==> config.mk <==
export PLATFORM = sky130hd
export DESIGN_NAME = mpc_constraint_vec_build
export DESIGN_NICKNAME = d
export VERILOG_FILES = /design/src/rtl/mpc_constraint_vec_build.sv
export SDC_FILE = /design/constraint.sdc
export NUM_CORES = 1
export LEC_CHECK = 0
export CELL_PAD_IN_SITES_DETAIL_PLACEMENT = 0
export CELL_PAD_IN_SITES_GLOBAL_PLACEMENT = 2
export CORE_ASPECT_RATIO = 1.5
export CORE_MARGIN = 2
export CORE_UTILIZATION = 29
export CTS_BUF_LIST = sky130_fd_sc_hd__clkbuf_4 sky130_fd_sc_hd__clkbuf_8
export CTS_CLUSTER_SIZE = 28
export DETAILED_ROUTE_END_ITERATION = 8
export GPL_TIMING_DRIVEN = 1
export PLACE_DENSITY = 0.85
export SLEW_MARGIN = 20
export SYNTH_ARGS = -nofsm -noshare
export SYNTH_HDL_FRONTEND = slang
export SYNTH_SLANG_ARGS = --single-unit
==> constraint.sdc <==
create_clock -name ap_clk -period 3.45 [get_ports ap_clk]
set_clock_uncertainty 0.15 [all_clocks]
set_input_delay 0.8625 -clock ap_clk [delete_from_list [all_inputs] [get_ports ap_clk]]
set_output_delay 0.8625 -clock ap_clk [all_outputs]
set_load 0.02 [all_outputs]
==> src/rtl/mpc_constraint_vec_build.sv <==
// mpc_constraint_vec_build: streams len source words through a saturating copy/negate/bound transform into h at dst_base.
module mpc_constraint_vec_build #(
  parameter int DATA_W    = 32,
  parameter int SRC_DEPTH = 8,
  parameter int SRC_AW    = 3,
  parameter int DST_AW    = 5,
  parameter int LEN_W     = 4
) (
  input  logic              ap_clk,
  input  logic              ap_rst,
  input  logic              ap_start,
  output logic              ap_done,
  output logic              ap_idle,
  output logic              ap_ready,
  input  logic [1:0]        mode,
  input  logic [LEN_W-1:0]  len,
  input  logic [DST_AW-1:0] dst_base,
  input  logic [DATA_W-1:0] bnd,
  output logic [SRC_AW-1:0] f_address0,
  output logic              f_ce0,
  input  logic [DATA_W-1:0] f_q0,
  output logic [DST_AW-1:0] h_address0,
  output logic              h_ce0,
  output logic              h_we0,
  output logic [DATA_W-1:0] h_d0,
  output logic              sat
);
  typedef enum logic [1:0] {IDLE, RUN, DRAIN} state_t;
  state_t state_q, state_d;
  logic [LEN_W-1:0]  i_q, i_d, eff_len_q, len_c;
  logic [1:0]        mode_q;
  logic [DST_AW-1:0] base_q, w_a_q;
  logic [DATA_W-1:0] bnd_q, w_d_q, res;
  logic [SRC_AW-1:0] rd_k_q;
  logic              rd_v_q, w_v_q, sat_q, accept, ovf;
  logic [DATA_W:0]   fx, bx, r;
  assign len_c  = len > LEN_W'(SRC_DEPTH) ? LEN_W'(SRC_DEPTH) : len;
  assign accept = state_q == IDLE && ap_start && !ap_rst;
  // Widen by one bit so negate/subtract cannot wrap before the clamp.
  assign fx  = {f_q0[DATA_W-1], f_q0};
  assign bx  = {bnd_q[DATA_W-1], bnd_q};
  assign r   = mode_q == 2'd0 ? fx : mode_q == 2'd1 ? -fx : mode_q == 2'd2 ? bx - fx : fx - bx;
  assign ovf = r[DATA_W] ^ r[DATA_W-1];
  assign res = ovf ? {r[DATA_W], {(DATA_W-1){~r[DATA_W]}}} : r[DATA_W-1:0];
  always_comb begin
    state_d    = state_q;
    i_d        = i_q;
    f_ce0      = 1'b0;
    f_address0 = SRC_AW'(i_q);
    ap_ready   = 1'b0;
    ap_done    = 1'b0;
    case (state_q)
      IDLE: begin
        f_address0 = '0;
        if (accept) begin
          f_ce0    = len_c != '0;
          ap_ready = len_c <= LEN_W'(1);
          i_d      = LEN_W'(1);
          state_d  = len_c > LEN_W'(1) ? RUN : DRAIN;
        end
      end
      RUN: begin
        f_ce0 = 1'b1;
        i_d   = i_q + LEN_W'(1);
        if (i_q == eff_len_q - LEN_W'(1)) begin
          ap_ready = 1'b1;
          state_d  = DRAIN;
        end
      end
      default: begin
        ap_done = !rd_v_q;
        state_d = rd_v_q ? DRAIN : IDLE;
      end
    endcase
    if (ap_rst) begin
      f_ce0    = 1'b0;
      ap_ready = 1'b0;
      ap_done  = 1'b0;
    end
  end
  always_ff @(posedge ap_clk) begin
    if (ap_rst) begin
      state_q   <= IDLE;
      i_q       <= '0;
      eff_len_q <= '0;
      mode_q    <= '0;
      base_q    <= '0;
      bnd_q     <= '0;
      rd_v_q    <= 1'b0;
      rd_k_q    <= '0;
      w_v_q     <= 1'b0;
      w_a_q     <= '0;
      w_d_q     <= '0;
      sat_q     <= 1'b0;
    end else begin
      state_q <= state_d;
      i_q     <= i_d;
      rd_v_q  <= f_ce0;
      rd_k_q  <= f_address0;
      w_v_q   <= rd_v_q;
      sat_q   <= accept ? 1'b0 : sat_q | (rd_v_q & ovf);
      if (rd_v_q) begin
        w_a_q <= base_q + DST_AW'(rd_k_q);
        w_d_q <= res;
      end
      if (accept) begin
        eff_len_q <= len_c;
        mode_q    <= mode;
        base_q    <= dst_base;
        bnd_q     <= bnd;
      end
    end
  end
  assign ap_idle    = state_q == IDLE && !rd_v_q && !w_v_q && !accept;
  assign h_we0      = w_v_q & ~ap_rst;
  assign h_ce0      = h_we0;
  assign h_address0 = w_a_q;
  assign h_d0       = w_d_q;
  assign sat        = sat_q;
endmodule

# After elaboration in Yosys (flattened, before gate mapping)
# Index checks and enable logic that the tools add are counted.
[op_classes]
magnitude_cmp = 3
n_reduce_logical = 17
mux = 22
n_div = 0
shifts = 0
bitwise_logic = 6
n_addsub = 6
eq_ne = 6
n_mul = 0
[ops]
columns = ["operator", "count"]
rows = [
  ["33-bit two-way mux", 3],
  ["32-bit by 32-bit subtractor with 33-bit output", 2],
  ["33-bit negation", 1],
  ["32-bit two-way mux", 1],
  ["2-bit two-way mux", 4],
  ["4-bit two-way mux", 2],
  ["4-bit one-hot mux with 2 select lines", 1],
  ["1-bit two-way mux", 7],
  ["5-bit by 3-bit adder with 5-bit output", 1],
  ["1-bit logical AND", 5],
  ["4-bit by 1-bit adder with 4-bit output (second input constant)", 1],
  ["2-bit by 1-bit == test with 1-bit output (second input constant)", 2],
  ["4-bit == test", 1],
  ["4-bit by 1-bit greater-than comparator with 1-bit output (second input constant)", 1],
  ["4-bit greater-than comparator (second input constant)", 1],
  ["4-bit by 1-bit less-or-equal comparator with 1-bit output (second input constant)", 1],
  ["1-bit logical NOT", 4],
  ["2-bit logical NOT", 2],
  ["2-bit != test (second input constant)", 2],
  ["1-bit one-hot mux with 2 select lines", 2],
  ["2-bit one-hot mux with 2 select lines", 1],
  ["2-bit AND reduction", 2],
  ["4-bit nonzero test", 1],
  ["2-bit OR reduction", 2],
  ["other kinds (8)", 10],
]
[word_totals]
latch_bits = 0
out_inout_bits = 47
in_bits = 78
romBits = 0
register_bits = 92
mem_bits_rw = 0
mem_count = 0

# Logic depth before layout (Yosys ltp)
[logic_depth]
ltp_word = 7
ltp_mapped = 15
depth_no_buf = 13

# Worst setup path before layout
# No wires, ideal clock.
[synth_timing]
path_kind = "input port to flip-flop"
from = "input f_q0[16]"
to = "register w_d_q[22] (netlist: h_d0[22])"
required_time_ns = 3.243
stages = 15
setup_time_ns = 0.057
path_slack_ns = -0.274
path_buffers = 3
arrival_time_ns = 3.517
cell_sequence = "inv_1 > ha_1 > clkbuf_1 > a21oi_1 > o21ai_0 > a2111oi_0 > o32ai_1 > a21oi_1 > mux2i_1 > or2_1 > buf_4 > buf_4 > a21o_1 > a221oi_1 > a21o_1"
[synth_via]
elab_chain_len = 6
[synth_lines]
columns = ["element", "line", "text"]
rows = [
  ["start: declaration", "21", "input logic [DATA_W-1:0] f_q0,"],
  ["32-bit by 32-bit subtractor with 33-bit output", "42", "assign r = mode_q == 2'd0 ? fx : mode_q == 2'd1 ? -fx : mode_q == 2'd2 ? bx - fx : fx - bx;"],
  ["33-bit two-way mux", "42", ""],
  ["33-bit two-way mux (*) (2 in series)", "42", ""],
  ["1-bit XOR / 1-bit NOT (equally long branches)", "43, 44", ""],
  ["32-bit two-way mux (*)", "44", "assign res = ovf ? {r[DATA_W], {(DATA_W-1){~r[DATA_W]}}} : r[DATA_W-1:0];"],
  ["end signal: assignment", "104", "w_d_q <= res;"],
  ["end: declaration", "33", "logic [DATA_W-1:0] bnd_q, w_d_q, res;"],
]
# Every way passes the cells marked *; elsewhere a longest branch is shown, timed or not.
# A chain may end at the register's enable or synchronous reset.

# Worst setup path after layout
[layout_timing]
from = "input f_q0[0]"
to = "register w_d_q[21] (netlist: h_d0[21])"
# The elaborated chain is that of the path after synthesis.

==> flow_metrics.tcl <==
set metrics [dict create \
    die_h_um 212 \
    total_leakage_power_nw 5.85 \
    ys.flop_type "dfxtp_1" \
    ios 125 \
    synthesis.nets 1306 \
    finish.instance_area_um2 14300 \
    placed_cells 1855 \
    grt_pass1_vias 10200 \
    fin_setup_tns_ps -263 \
    synth_area_um2 8340 \
    crit_type "in2reg" \
    setup_slack_ps -54.7 \
    synth-seq-cells 92 \
    avgSynthCellArea_um2 7.22 \
    vias_per_cell 5.26 \
    grt_pass1_wl_um 55400 \
    cp-start-kind "input port" \
    die_w_um 142 \
    drc 0 \
    fp.coreArea_um2 28500 \
    clk_pin_slew_ps 120 \
    hold_viol 0 \
    maxCapViolations 0 \
    p_sw_share_pct 41.4 \
    finalMaxSlewViolations 0 \
    nets 1717 \
    port_buffers 124 \
    synth_edf_count 0 \
    synth_cell_types 75 \
    end_kind "flip-flop" \
    diodes 0 \
    timing.final.crit_share_pct 102 \
    rsz0062_at_grt "true" \
    antenna_found_initial 0 \
    worst_pin_slew_ps 670 \
    dp_hpwl_um 27200 \
    grt_start_max_net_pins 57 \
    drtIter0Drc 573 \
    cp.required_ps 3670 \
    gr-total-overflow 0 \
    cts_max_path_buffers 2 \
    async_flop_share_pct 0 \
    power.internal_w 0.00268 \
    place_congestion 0.909 \
    root_buffer "clkbuf_8" \
    peakVddDrop_mv 0.194 \
    cts_made_buffers 9 \
    hold_buffers 0 \
    pwr-share-comb_pct 54.8 \
    instances_no_fill 1922 \
    seq_area_frac_synth_pct 22.1 \
    drive_gt1_share_pct 41.2 \
    num_vias 10100 \
    seq_power_share_pct 26.9 \
    dr.pass1.iters 5 \
    whs_ps 323 \
    switchingPower_w 0.00189 \
    clock.fmax_mhz 285 \
    die_area_um2 30200 \
    placed_area_um2 12100 \
    wl_um 36200 \
    hp-class "reg2reg" \
    syn2layout_area_growth_pct 71.7 \
    setup_viol 7 \
    grt_usage_pct 23.7 \
    pre_cts_ws_ps -1140 \
    start_util_pct 29.2 \
    critPathArrivalTime_ps 3720 \
    crit_fanout 6 \
    fillers 2754 \
    tritoncts "yes" \
    ant_nets 0 \
    wl_per_cell_um 18.8 \
    powerDensity_nw_per_um2 319 \
    status "finished with violations" \
    synthCells 1155 \
    clock_latency_ps 410 \
    relSlewSlack_pct 54.9 \
    period_needed_ps 3500 \
    p_clk_share_pct 18.3 \
    clock-sinks 92 \
    h-tree-depth 3 \
    ys_warn_count 0 \
    violations "negative setup slack" \
    fp-row-count 76 \
]
==> final cells by class <==
cell class              count  area [um2]  share of cell area (%)
multi-input cells         907        7450                    52.0
repair buffers            476        4080                    28.5
flip-flops and latches     92        1840                    12.9
well taps                 351         439                    3.07
inverters                  80         313                    2.18
clock buffers               9         124                   0.865
clock inverters             7        86.3                   0.603
==> power groups by stage <==
stage               Combinational [W]  Clock, W  Sequential (W)
global placement              0.00193         0         0.00125
global route                  0.00268  0.000897         0.00124
floorplan                    0.000970         0         0.00128
CTS                           0.00231  0.000864         0.00123
detailed placement            0.00194         0         0.00125
finish                        0.00250  0.000837         0.00123
==> cell families (layout without fill, tap and decap cells) <==
family / count (synthesis) / after routing / synth area share, %
buf+inv: 156 / 572 / 7.33
compound gates: 418 / 418 / 31.8
flops: 92 / 92 / 22.1
xor+xnor: 63 / 63 / 6.61
simple gates: 336 / 336 / 18.7
fa+ha+maj: 75 / 75 / 11.5
mux: 15 / 15 / 1.99
==> critical path: stages <==
cell,delay (ps)
buf_12,110
buf_6,100
or3_4,420
nor4_4,280
buf_4,180
nand4_1,130
buf_6,170
o31ai_4,170
xnor2_1,160
nor2_2,100
or2_4,300
buf_12,150
buf_6,120
nor3_4,280
a311o_1,160
==> through the flow <==
step | utilization, % | total power, W
floorplan | - | 0.00225
global placement | 42.5 | 0.00318
detailed placement | 42.5 | 0.00319
CTS | 47.8 | 0.00440
global route | 50.2 | 0.00482
finish | 50.2 | 0.00457
==> registers in the layout, indices dropped and copies added (netlist names) <==
| signal | cells |
|---|---|
| w_v_q | 1 |
| sat | 1 |
| state_q | 2 |
| mode_q | 2 |
| rd_k_q | 3 |
| rd_v_q | 1 |
| base_q | 5 |
| h_address0 | 5 |
| eff_len_q | 4 |
| bnd_q | 32 |
| h_d0 | 32 |
| i_q | 4 |
==> final timing paths <==
check,depth (start not counted),slack (ps),end,startpoint
hold / removal,2,320,base_q[0],base_q[0]
setup reg to reg,15,150,h_d0[24],bnd_q[0]
setup / recovery,15,-50,h_d0[21],f_q0[0]
hold reg to reg,2,320,base_q[0],base_q[0]
==> cell usage after synthesis (8+ instances only) <==
library cell / instances / area, um2
a21oi_1: 161 / 806
nand2_1: 156 / 586
dfxtp_1: 92 / 1840
inv_1: 79 / 297
nor2_1: 74 / 278
o21ai_0: 74 / 370
ha_1: 70 / 876
clkbuf_1: 63 / 236
xnor2_1: 48 / 420
a21o_1: 27 / 203
a211oi_1: 19 / 143
nand3_1: 16 / 80.1
nor2b_1: 15 / 93.8
nor3_1: 15 / 75.1
o31ai_1: 15 / 113
xor2_1: 15 / 131
nand4_1: 13 / 81.3
o221a_2: 13 / 146
o21ai_1: 12 / 60.1
mux2i_1: 11 / 110
o211ai_1: 10 / 75.1
a31oi_1: 8 / 50.1
nand2b_1: 8 / 50.1
o21a_1: 8 / 60.1
==> cell usage in the layout (no fill, tap or decap), types with 11 or more instances in the layout <==
cell and instances:
xnor2_1 44, inv_2 12, ha_4 29, o221a_2 13, nand2_2 11, inv_1 66
a21oi_2 43, nor2b_1 12, nand2_1 141, a211oi_1 11, a21oi_4 20, o21ai_1 31
o21ai_0 34, nor2_1 64, buf_4 318, ha_1 33, a21o_1 27, nand3_1 16
clkdlybuf4s50_1 89, a21oi_1 99, o21ai_2 16, dfxtp_1 91, nand4_1 13, buf_6 27
xor2_1 13
==> what timing repair did <==
| action | in CTS | in global routing |
|---|---|---|
| resized for setup | 268 | 167 |
| endpoints found under the hold margin | 0 | 0 |
| setup buffers | 34 | 19 |
| cloned | 5 | 1 |
| pin swaps | 79 | 77 |
| setup endpoints to repair | 35 | 32 |
==> routing by layer <==
metal / vias up / global-route usage [%] / wire, um
met5: - / 0 / 0
met4: 0 / 10.8 / 1320
met3: 62 / 3.12 / 1220
met2: 224 / 42.4 / 18500
met1: 4877 / 27.8 / 15100
li1: 4946 / - / -
No activity file was read; power rests on OpenSTA's default activity.
